**config.mk**
```make
export PLATFORM = sky130hd
export DESIGN_NAME = l2_req_arbiter_flat
export DESIGN_NICKNAME = d
export VERILOG_FILES = /design/src/rtl/l2_req_arbiter_pkg.sv /design/src/rtl/l2_req_arbiter_if.sv /design/src/rtl/l2_req_arbiter_rr_arbiter2.sv /design/src/rtl/l2_req_arbiter.sv /design/src/flat_wrapper.sv
export SDC_FILE = /design/constraint.sdc
export NUM_CORES = 1
export LEC_CHECK = 0
export ABC_AREA = 0
export BUFFER_PORTS_ARGS = -buffer_cell sky130_fd_sc_hd__buf_4
export CAP_MARGIN = 0
export CELL_PAD_IN_SITES_DETAIL_PLACEMENT = 1
export CELL_PAD_IN_SITES_GLOBAL_PLACEMENT = 2
export CORE_AREA = 2 2 261 263
export CTS_CLUSTER_DIAMETER = 120
export DETAILED_ROUTE_END_ITERATION = 8
export DIE_AREA = 0 0 263 265
export PLACE_DENSITY = 0.67
export SLEW_MARGIN = 5
export SYNTH_ARGS = -nofsm -noshare
export SYNTH_HDL_FRONTEND = slang
export SYNTH_SLANG_ARGS = --single-unit
export TNS_END_PERCENT = 10
```
**constraint.sdc**
```tcl
create_clock -name clk -period 1.79 [get_ports clk]
set_clock_uncertainty 0.05 [all_clocks]
set_input_delay 0.179 -clock clk [delete_from_list [all_inputs] [get_ports clk]]
set_output_delay 0.179 -clock clk [all_outputs]
set_load 0.05 [all_outputs]
```
**src/rtl/l2_req_arbiter_pkg.sv**
```systemverilog
// Shared types and default widths for the L1-to-L2 request arbiter.
package l2_arb_pkg;
   localparam int DEF_ADDR_W  = 64;
   localparam int DEF_WDATA_W = 64;
   localparam int DEF_LINE_W  = 128;

   typedef enum logic [1:0] {
      ST_IDLE  = 2'd0,
      ST_ISSUE = 2'd1,
      ST_WAIT  = 2'd2,
      ST_RESP  = 2'd3
   } state_t;

   typedef enum logic {
      OWN_I = 1'b0,
      OWN_D = 1'b1
   } owner_t;
endpackage

```
**src/rtl/l2_req_arbiter_if.sv**
```systemverilog
// Bundle of requester (L1_I / L1_D) and L2-side signals around the arbiter.
// master: the arbiter itself; slave: the surrounding caches / L2 model.
interface l2_req_arbiter_if
   import l2_arb_pkg::*;
#(
   parameter int ADDR_W  = DEF_ADDR_W,
   parameter int WDATA_W = DEF_WDATA_W,
   parameter int LINE_W  = DEF_LINE_W
) ();
   logic               i_req,   d_req;
   logic               i_we,    d_we;
   logic [ADDR_W-1:0]  i_addr,  d_addr;
   logic [WDATA_W-1:0] i_wdata, d_wdata;
   logic [2:0]         i_size,  d_size;
   logic               i_clf,   d_clf;
   logic               i_done,  d_done;
   logic [LINE_W-1:0]  rdata;

   logic               l2_enable;
   logic               l2_we;
   logic [ADDR_W-1:0]  l2_addr;
   logic [WDATA_W-1:0] l2_wdata;
   logic [2:0]         l2_size;
   logic               l2_clf;
   logic               l2_done;
   logic [LINE_W-1:0]  l2_rdata;

   modport master (
      input  i_req, i_we, i_addr, i_wdata, i_size, i_clf,
      input  d_req, d_we, d_addr, d_wdata, d_size, d_clf,
      output i_done, d_done, rdata,
      output l2_enable, l2_we, l2_addr, l2_wdata, l2_size, l2_clf,
      input  l2_done, l2_rdata
   );

   modport slave (
      output i_req, i_we, i_addr, i_wdata, i_size, i_clf,
      output d_req, d_we, d_addr, d_wdata, d_size, d_clf,
      input  i_done, d_done, rdata,
      input  l2_enable, l2_we, l2_addr, l2_wdata, l2_size, l2_clf,
      output l2_done, l2_rdata
   );
endinterface

```
**src/rtl/l2_req_arbiter_rr_arbiter2.sv**
```systemverilog
// Two-way picker with a last-served pointer. Define L2_ARB_FIXED_PRIO_EN
// to make ties always go to D instead of alternating.
module rr_arbiter2
   import l2_arb_pkg::*;
(
   input  logic   clk,
   input  logic   rst,
   input  logic   req_i,
   input  logic   req_d,
   input  logic   upd,
   output owner_t grant
);
   owner_t last;
   owner_t tie_pick;

`ifdef L2_ARB_FIXED_PRIO_EN
   assign tie_pick = OWN_D;
`else
   assign tie_pick = (last == OWN_D) ? OWN_I : OWN_D;
`endif

   always_comb begin
      grant = OWN_I;
      if (req_i && req_d) grant = tie_pick;
      else if (req_d)     grant = OWN_D;
   end

   // Reset to D so the very first tie goes to I.
   always_ff @(posedge clk) begin
      if (rst)      last <= OWN_D;
      else if (upd) last <= grant;
   end
endmodule

```
**src/rtl/l2_req_arbiter.sv**
```systemverilog
// Serialises L1_I / L1_D misses onto a single-outstanding L2 port.
// Tie policy selectable with L2_ARB_FIXED_PRIO_EN (see rr_arbiter2).
module l2_req_arbiter
   import l2_arb_pkg::*;
#(
   parameter int ADDR_W  = DEF_ADDR_W,
   parameter int WDATA_W = DEF_WDATA_W,
   parameter int LINE_W  = DEF_LINE_W
) (
   input logic             clk,
   input logic             rst,
   l2_req_arbiter_if.master bus
);
   state_t             state;
   owner_t             owner;
   owner_t             pick;
   logic               grant_upd;
   logic               en_q, we_q, clf_q;
   logic [ADDR_W-1:0]  addr_q;
   logic [WDATA_W-1:0] wdata_q;
   logic [2:0]         size_q;
   logic               i_done_q, d_done_q;
   logic [LINE_W-1:0]  rdata_q;

   assign grant_upd = (state == ST_IDLE) && (bus.i_req || bus.d_req);

   rr_arbiter2 u_rr (
      .clk   (clk),
      .rst   (rst),
      .req_i (bus.i_req),
      .req_d (bus.d_req),
      .upd   (grant_upd),
      .grant (pick)
   );

   // l2_* registers double as the latched request fields; they are cleared
   // on the way into RESP so they read 0 in RESP and IDLE.
   always_ff @(posedge clk) begin
      if (rst) begin
         state    <= ST_IDLE;
         owner    <= OWN_I;
         en_q     <= 1'b0;
         we_q     <= 1'b0;
         clf_q    <= 1'b0;
         addr_q   <= '0;
         wdata_q  <= '0;
         size_q   <= '0;
         i_done_q <= 1'b0;
         d_done_q <= 1'b0;
         rdata_q  <= '0;
      end else begin
         en_q     <= 1'b0;
         i_done_q <= 1'b0;
         d_done_q <= 1'b0;
         rdata_q  <= '0;
         case (state)
            ST_IDLE: if (grant_upd) begin
               owner <= pick;
               state <= ST_ISSUE;
               en_q  <= 1'b1;
               if (pick == OWN_D) begin
                  we_q    <= bus.d_we;
                  addr_q  <= bus.d_addr;
                  wdata_q <= bus.d_wdata;
                  size_q  <= bus.d_size;
                  clf_q   <= bus.d_clf;
               end else begin
                  we_q    <= bus.i_we;
                  addr_q  <= bus.i_addr;
                  wdata_q <= bus.i_wdata;
                  size_q  <= bus.i_size;
                  clf_q   <= bus.i_clf;
               end
            end
            ST_ISSUE: state <= ST_WAIT;
            ST_WAIT: if (bus.l2_done) begin
               state    <= ST_RESP;
               rdata_q  <= bus.l2_rdata;
               i_done_q <= (owner == OWN_I);
               d_done_q <= (owner == OWN_D);
               we_q     <= 1'b0;
               clf_q    <= 1'b0;
               addr_q   <= '0;
               wdata_q  <= '0;
               size_q   <= '0;
            end
            ST_RESP: state <= ST_IDLE;
            default: state <= ST_IDLE;
         endcase
      end
   end

   assign bus.l2_enable = en_q;
   assign bus.l2_we     = we_q;
   assign bus.l2_addr   = addr_q;
   assign bus.l2_wdata  = wdata_q;
   assign bus.l2_size   = size_q;
   assign bus.l2_clf    = clf_q;
   assign bus.i_done    = i_done_q;
   assign bus.d_done    = d_done_q;
   assign bus.rdata     = rdata_q;
endmodule

```
**src/flat_wrapper.sv**
```systemverilog
// flat-port wrapper written by rule: the top's interface ports become plain ports
module l2_req_arbiter_flat import l2_arb_pkg::*;
#(
   parameter int ADDR_W  = DEF_ADDR_W,
   parameter int WDATA_W = DEF_WDATA_W,
   parameter int LINE_W  = DEF_LINE_W
)
  (clk, rst, bus_i_req, bus_i_we, bus_i_addr, bus_i_wdata, bus_i_size, bus_i_clf, bus_d_req, bus_d_we, bus_d_addr, bus_d_wdata, bus_d_size, bus_d_clf, bus_i_done, bus_d_done, bus_rdata, bus_l2_enable, bus_l2_we, bus_l2_addr, bus_l2_wdata, bus_l2_size, bus_l2_clf, bus_l2_done, bus_l2_rdata);
  l2_req_arbiter_if #(.ADDR_W(ADDR_W), .WDATA_W(WDATA_W), .LINE_W(LINE_W)) bus_i ();
  input logic clk;
  input logic rst;
  input wire logic [$bits(bus_i.i_req)-1:0] bus_i_req;
  input wire logic [$bits(bus_i.i_we)-1:0] bus_i_we;
  input wire logic [$bits(bus_i.i_addr)-1:0] bus_i_addr;
  input wire logic [$bits(bus_i.i_wdata)-1:0] bus_i_wdata;
  input wire logic [$bits(bus_i.i_size)-1:0] bus_i_size;
  input wire logic [$bits(bus_i.i_clf)-1:0] bus_i_clf;
  input wire logic [$bits(bus_i.d_req)-1:0] bus_d_req;
  input wire logic [$bits(bus_i.d_we)-1:0] bus_d_we;
  input wire logic [$bits(bus_i.d_addr)-1:0] bus_d_addr;
  input wire logic [$bits(bus_i.d_wdata)-1:0] bus_d_wdata;
  input wire logic [$bits(bus_i.d_size)-1:0] bus_d_size;
  input wire logic [$bits(bus_i.d_clf)-1:0] bus_d_clf;
  output wire logic [$bits(bus_i.i_done)-1:0] bus_i_done;
  output wire logic [$bits(bus_i.d_done)-1:0] bus_d_done;
  output wire logic [$bits(bus_i.rdata)-1:0] bus_rdata;
  output wire logic [$bits(bus_i.l2_enable)-1:0] bus_l2_enable;
  output wire logic [$bits(bus_i.l2_we)-1:0] bus_l2_we;
  output wire logic [$bits(bus_i.l2_addr)-1:0] bus_l2_addr;
  output wire logic [$bits(bus_i.l2_wdata)-1:0] bus_l2_wdata;
  output wire logic [$bits(bus_i.l2_size)-1:0] bus_l2_size;
  output wire logic [$bits(bus_i.l2_clf)-1:0] bus_l2_clf;
  input wire logic [$bits(bus_i.l2_done)-1:0] bus_l2_done;
  input wire logic [$bits(bus_i.l2_rdata)-1:0] bus_l2_rdata;
  assign bus_i.i_req = bus_i_req;
  assign bus_i.i_we = bus_i_we;
  assign bus_i.i_addr = bus_i_addr;
  assign bus_i.i_wdata = bus_i_wdata;
  assign bus_i.i_size = bus_i_size;
  assign bus_i.i_clf = bus_i_clf;
  assign bus_i.d_req = bus_d_req;
  assign bus_i.d_we = bus_d_we;
  assign bus_i.d_addr = bus_d_addr;
  assign bus_i.d_wdata = bus_d_wdata;
  assign bus_i.d_size = bus_d_size;
  assign bus_i.d_clf = bus_d_clf;
  assign bus_i_done = bus_i.i_done;
  assign bus_d_done = bus_i.d_done;
  assign bus_rdata = bus_i.rdata;
  assign bus_l2_enable = bus_i.l2_enable;
  assign bus_l2_we = bus_i.l2_we;
  assign bus_l2_addr = bus_i.l2_addr;
  assign bus_l2_wdata = bus_i.l2_wdata;
  assign bus_l2_size = bus_i.l2_size;
  assign bus_l2_clf = bus_i.l2_clf;
  assign bus_i.l2_done = bus_l2_done;
  assign bus_i.l2_rdata = bus_l2_rdata;
  l2_req_arbiter #(.ADDR_W(ADDR_W), .WDATA_W(WDATA_W), .LINE_W(LINE_W)) u_core (.clk(clk), .rst(rst), .bus(bus_i));
endmodule
```
==> results of run 1 <==
how the worst min path moves through the flow:
stage	start	endpoint	slack (ns)
floorplan	bus_l2_rdata[0]	u_core.bus.rdata[0]	0.25
global placement	bus_l2_rdata[75]	u_core.bus.rdata[75]	0.33
detailed placement	bus_l2_rdata[16]	u_core.bus.rdata[16]	0.34
CTS	bus_d_wdata[40]	u_core.bus.l2_wdata[40]	0.005
global route	bus_d_wdata[40]	u_core.bus.l2_wdata[40]	0.02
finish	bus_i_addr[5]	u_core.bus.l2_addr[5]	0.02
per-stage QoR:
stage	instances	hold WS (ns)	TNS, ns
4_1_cts	2883	0.00470	-2.83
3_5_place_dp	2414	0.335	-18.09
3_3_place_gp	2414	0.331	-8.63
5_1_grt	2893	0.0172	-11.75
6_report	2893	0.0202	-2.71
2_1_floorplan	900	0.251	0
Yosys cell counts:
cell type,n
nand2_1,2
buf_6,1
nor3b_2,1
a21boi_1,1
o21ai_0,1
nand2b_1,1
buf_4,9
a221o_1,1
dfxtp_1,268
nor3_1,2
o32ai_1,133
ha_1,4
nor3_2,1
or3b_1,1
a21oi_1,2
buf_2,27
nor3b_1,1
nor2_1,5
nor2b_1,2
clkbuf_1,36
and2_1,129
inv_1,135
nand3_1,1
mux2i_1,133
nor4_1,1
o2111ai_2,1
a22oi_1,1
what timing repair did:
item	in CTS	in global routing
buffers inserted	9	4
endpoints found under the hold margin	263	0
gates resized for setup	59	30
setup endpoints to repair	221	237
pin swaps	18	5
cloned	7	6
hold buffers	394	0
flip-flops by register name (all words and copies together), names as in the netlist, 2 cells and up:
signal,count
u_core.bus.l2_size,3
u_core.bus.rdata,128
u_core.state,2
u_core.bus.l2_addr,64
u_core.bus.l2_wdata,64
cell families (layout without fill, tap and decap cells):
group | Yosys count | in the layout
muxes | 133 | 133
buffers and inverters | 208 | 1327
adders and majority gates | 4 | 4
AOI/OAI and AO/OA | 140 | 140
and+or+nand+nor | 147 | 148
DFF | 268 | 268
per-layer routing:
metal	part of all wire [%]	wire, um	vias to the layer above	track usage, %
li1	-	-	5311	-
met1	36	20600	5313	15.1
met2	53	30100	507	29.4
met3	6.1	3480	94	4.15
met4	4.7	2700	2	7.55
met5	0.019	11	-	0
where the power goes:
group	total [mW]	switching [mW]	internal (mW)
clock network	6.93	2.76	4.17
logic	15.4	9.23	6.18
registers	8.02	0.739	7.28
total	30.4	12.7	17.6
worst max-delay path: stages:
cell and delay (ns):
dlygate4sd3_1 0.61, buf_4 0.18, a21boi_4 0.25, buf_12 0.19
buf_12 0.16, buf_12 0.17, mux2i_1 0.32, o32ai_2 0.14
placed cells by master (no fill, tap or decap), drive strengths merged, types with 2 or more instances in the layout:
cell type and instances:
dfxtp 268, and2 129, nor2b 2, buf 735, nor3b 2, inv 135
dlygate4sd3 394, ha 4, clkbuf 52, bufinv 2, a21oi 2, mux2i 133
clkinv 8, nor3 3, nor2 6, nand2 2, o32ai 133
final cells by class:
| type | count | area (sq um) | area share, % |
|---|---|---|---|
| clock buffers | 48 | 995 | 4.50 |
| clock inverters | 11 | 130 | 0.588 |
| inverters | 135 | 509 | 2.30 |
| multi-input cells | 425 | 3970 | 17.9 |
| flip-flops and latches | 268 | 5370 | 24.3 |
| well taps | 873 | 1090 | 4.94 |
| repair buffers | 1133 | 10100 | 45.5 |
==> flow_metrics.env, run 1 <==
export IMPL_critPathKind="primary input to register"
export IMPL_wire_per_inst_um=19.7
export IMPL_slew_viol_final=0
export IMPL_cts_tree="done"
export IMPL_startpoint_type="primary input"
export IMPL_total_power_mw=30.4
export IMPL_period_share_pct=105
export IMPL_die_area_sq_mm=0.0697
export IMPL_dp_hpwl_um=37900
export IMPL_grt_pass1_wl_um=80600
export IMPL_synth_top_area_share_pct=55.1
export IMPL_rr_worst_depth=9
export IMPL_routed_wl_um=56900
export IMPL_worstSetupEndpointType="register"
export IMPL_synth_area_leader_cell="dfxtp_1"
export IMPL_syn_cell_area_sq_mm=0.00973
export IMPL_nFillCells=7427
export IMPL_synthCells=900
export IMPL_peakVddDrop_uv=796
export IMPL_failed_checks="setup timing"
export IMPL_cp_max_fo=12
export IMPL_htreeDepth=2
export IMPL_cellPowerDensity_mw_per_mm2=1370
export IMPL_synth_xor_area_share_pct=0
export IMPL_status="complete, but fails checks"
export IMPL_die_h_um=265
export IMPL_cts_buffer_depth=3
export IMPL_cp_arrival_ns=2.22
export IMPL_start_util_pct=14.6
export IMPL_drive_gt1_share_pct=42.4
export IMPL_areaGrowthSynthToFinish_pct=127
export IMPL_num_antenna_cells=0
export IMPL_worstReg2RegStart="u_core.state[0]"
export IMPL_vias=11200
export IMPL_ys_seq_elements=268
export IMPL_grt_pass1_vias=12600
export IMPL_synthSimpleGateAreaFrac_pct=9.37
export IMPL_synth_mux_area_share_pct=13.7
export IMPL_dp_slack_ns=-0.227
export IMPL_synth_nets=1303
export IMPL_synthTopCellsByArea="dfxtp_1 55%, mux2i_1 14%, o32ai_1 12%"
export IMPL_reg2reg_slack_ns=-0.07
export IMPL_routabilityCongestion=0.957
export IMPL_grt_usage_pct=15.3
export IMPL_cts_clk_slew_worst_paths_ns=0.06
export IMPL_grt_start_max_net_pins=100
export IMPL_total_leakage_power_nw=9.81
export IMPL_period_needed_ns=1.87
export IMPL_holdPathStages=4
export IMPL_setup_slack_ns=-0.0831
export IMPL_clock_sinks=268
export IMPL_nets=2400
export IMPL_finalSetupViolCount=95
export IMPL_die_width_um=263
export IMPL_post_route_drc_count=0
export IMPL_antenna_left=0
export IMPL_ys_warn_count=0
export IMPL_hp_class="primary input to register"
export IMPL_r2r_end="u_core.bus.l2_addr[29]"
export IMPL_routed_via_density=3.88
export IMPL_final_util_pct=33.1
export IMPL_rsz0062_at_grt="yes"
export IMPL_place_area_sq_mm=0.0161
export IMPL_port_buffers=662
export IMPL_io_pins=663
export IMPL_cp_required_ns=2.14
export IMPL_synth_compound_area_share_pct=12.5
export IMPL_fmax_mhz=534
export IMPL_crit_end="u_core.bus.l2_addr[21]"
export IMPL_tightest_slew_ns=0.757
export IMPL_clock_latency_ns=0.53
export IMPL_drtIter0Drc=296
export IMPL_relSlewSlack_pct=49.5
export IMPL_syn_avg_cell_area_sq_um=10.8
export IMPL_antenna_found_initial=1
export IMPL_grt_overflow_total=0
export IMPL_maxCapViolCount=0
export IMPL_root_buffer="clkbuf_16"
export IMPL_yosys_area_share_adder_pct=0.514
export IMPL_stdcell_area_sq_mm=0.0221
export IMPL_numCtsBuffers=34
export IMPL_coreArea_sq_mm=0.0668
export IMPL_synth_seq_area_share_pct=55.1
export IMPL_drtPass1Iterations=4
export IMPL_yosysUniqueCellTypes=27
export IMPL_crit_start="bus_d_req"
export IMPL_rows=95
export IMPL_finalHoldViolations=0
export IMPL_synth_top_family_by_area="multiplexers"
Power figures use the tool's default switching activity.
==> run 2, diff against run 1 <==
--- a/config.mk
+++ b/config.mk
@@ -10,11 +10,11 @@
 export CAP_MARGIN = 0
 export CELL_PAD_IN_SITES_DETAIL_PLACEMENT = 1
 export CELL_PAD_IN_SITES_GLOBAL_PLACEMENT = 2
-export CORE_AREA = 2 2 261 263
+export CORE_AREA = 2 2 257 259
 export CTS_CLUSTER_DIAMETER = 120
 export DETAILED_ROUTE_END_ITERATION = 8
-export DIE_AREA = 0 0 263 265
-export PLACE_DENSITY = 0.67
+export DIE_AREA = 0 0 259 261
+export PLACE_DENSITY = 0.66
 export SLEW_MARGIN = 5
 export SYNTH_ARGS = -nofsm -noshare
 export SYNTH_HDL_FRONTEND = slang
==> constraint.sdc (replaced) <==
create_clock -name clk -period 2.01 [get_ports clk]
set_clock_uncertainty 0.05 [all_clocks]
set_input_delay 0.201 -clock clk [delete_from_list [all_inputs] [get_ports clk]]
set_output_delay 0.201 -clock clk [all_outputs]
set_load 0.05 [all_outputs]
==> run 2 against run 1 <==
  * The run now ends clean
  * Sequential share of layout area is 0.98 points higher
  * Critical path depth is 2 lower
  * Sequential cell count stayed put
  * Non-clock buffer count is 27 lower
  * Global-route usage is 1.2 points lower
  * Power is 18% lower
  * Wire length is 7.7% lower
  * Critical endpoint is now u_core.bus.l2_addr[28]
  * Sequential power is 11% lower
  * Setup slack better by 0.13 ns
==> flow_metrics.env, run 2 (synthesis gave the netlist of run 1 again) <==
export IMPL_rows=94
export IMPL_final_util_pct=32.7
export IMPL_cp_required_ns=2.36
export IMPL_finalSetupViolCount=0
export IMPL_nFillCells=7278
export IMPL_cellPowerDensity_mw_per_mm2=1170
export IMPL_hp_class="primary input to register"
export IMPL_grt_start_max_net_pins=100
export IMPL_period_share_pct=97.9
export IMPL_drive_gt1_share_pct=38.8
export IMPL_startpoint_type="register"
export IMPL_tightest_slew_ns=0.646
export IMPL_routed_via_density=3.81
export IMPL_cts_clk_slew_worst_paths_ns=0.06
export IMPL_fmax_mhz=508
export IMPL_place_area_sq_mm=0.0159
export IMPL_vias=10900
export IMPL_maxCapViolCount=0
export IMPL_relSlewSlack_pct=56.9
export IMPL_drtIter0Drc=234
export IMPL_cp_arrival_ns=2.32
export IMPL_cts_buffer_depth=3
export IMPL_period_needed_ns=1.97
export IMPL_port_buffers=662
export IMPL_io_pins=663
export IMPL_die_width_um=259
export IMPL_cp_top_family="buffers and inverters"
export IMPL_die_area_sq_mm=0.0676
export IMPL_slowest_stage="dlygate4sd3_1"
export IMPL_cts_tree="done"
export IMPL_largest_reg_flops=128
export IMPL_grt_overflow_total=0
export IMPL_cp_max_fo=12
export IMPL_setup_tns_ns=0
export IMPL_wire_per_inst_um=18.4
export IMPL_layout_common_cells="690 x buf_4, 396 x dlygate4sd3_1, 266 x dfxtp_1"
export IMPL_status="finished clean"
export IMPL_areaGrowthSynthToFinish_pct=118
export IMPL_worstSetupEndpointType="register"
export IMPL_grt_usage_pct=14.2
export IMPL_post_route_drc_count=0
export IMPL_finalHoldViolations=0
export IMPL_antenna_left=0
export IMPL_dp_hpwl_um=36000
export IMPL_routed_wl_um=52500
export IMPL_critPathKind="register to register"
export IMPL_numCtsBuffers=34
export IMPL_cp_slowest_stage_delay_ns=0.57
export IMPL_grt_pass1_wl_um=72900
export IMPL_cp_cell_sequence="a21boi_4 -> buf_4 -> clkbuf_16 -> mux2i_1 -> dlygate4sd3_1 -> o32ai_1"
export IMPL_placed_cells_incl_taps=2389
export IMPL_final_common_cell="buf_4"
export IMPL_peakVddDrop_uv=526
export IMPL_antenna_found_initial=3
export IMPL_setup_slack_ns=0.0421
export IMPL_nets=2373
export IMPL_slew_viol_final=0
export IMPL_hold_slack_ns=0.0592
export IMPL_clock_latency_ns=0.54
export IMPL_htreeDepth=2
export IMPL_start_util_pct=15.0
export IMPL_crit_buf_inv=3
export IMPL_routabilityCongestion=0.763
export IMPL_grt_pass1_vias=12100
export IMPL_total_leakage_power_nw=9.47
export IMPL_dp_slack_ns=-0.103
export IMPL_clock_sinks=268
export IMPL_final_cells=2860
export IMPL_root_buffer="clkbuf_16"
export IMPL_die_h_um=261
export IMPL_stdcell_area_sq_mm=0.0213
export IMPL_total_power_mw=24.9
export IMPL_drtPass1Iterations=4
export IMPL_coreArea_sq_mm=0.0650
==> run 2: cell count changes in the layout (fill, tap and decap cells not counted), sizes merged <==
cell and delta:
clkbuf +3, dlygate4sd3 +2, bufinv +1, dlymetal6s4s +2
inv +1, buf -30, diode +2, clkinv -5
==> run 2: area by class of cell <==
| type | count | area [sq um] | share of cell area, % |
|---|---|---|---|
| flip-flops and latches | 268 | 5370 | 25.3 |
| multi-input cells | 425 | 3620 | 17.0 |
| well taps | 864 | 1080 | 5.09 |
| diodes | 2 | 5.00 | 0.0235 |
| inverters | 135 | 507 | 2.38 |
| repair buffers | 1106 | 9540 | 44.9 |
| clock inverters | 8 | 146 | 0.689 |
| clock buffers | 52 | 990 | 4.66 |
==> run 2: layer usage <==
metal / share of wire [%] / GRT usage [%] / up-vias
met1: 35 / 13.8 / 5081
met4: 4.3 / 6.62 / 2
met2: 53 / 27.2 / 483
li1: - / - / 5248
met3: 7.6 / 4.30 / 96
met5: 0.025 / 0 / -
==> run 2: worst paths after layout <==
path | start | end | slack, ns | cells past startpoint
worst min register to register | u_core.owner | u_core.bus.i_done | 0.41 | 1
worst min-delay path | bus_d_req | u_core.state[1] | 0.06 | 4
worst max register to register | u_core.u_rr.last | u_core.bus.l2_addr[28] | 0.04 | 6
worst max-delay path | u_core.u_rr.last | u_core.bus.l2_addr[28] | 0.04 | 6
==> run 2: report_power, final <==
part           internal (mW)  switching, mW  total, mW
logic                   4.19           7.28       11.5
clock network           3.80           2.47       6.27
registers               6.48          0.632       7.11
total                   14.5           10.4       24.9
==> run 2: what timing repair did <==
| item | in CTS | in global routing |
|---|---|---|
| pin swaps | 0 | 3 |
| cloned | 0 | 4 |
| endpoints found under the setup margin | 37 | 188 |
| resized for setup | 2 | 17 |
| hold endpoints to repair | 266 | 1 |
| buffers inserted | 0 | 7 |
| hold buffers | 398 | 1 |
==> run 2: worst register-to-register path, delay by kind of cell (launching register included) <==
kind	cells	cell delay (ns)
AO/OA/AOI/OAI	2	0.29
flip-flops	1	0.34
buffers and inverters	3	0.94
multiplexers	1	0.21
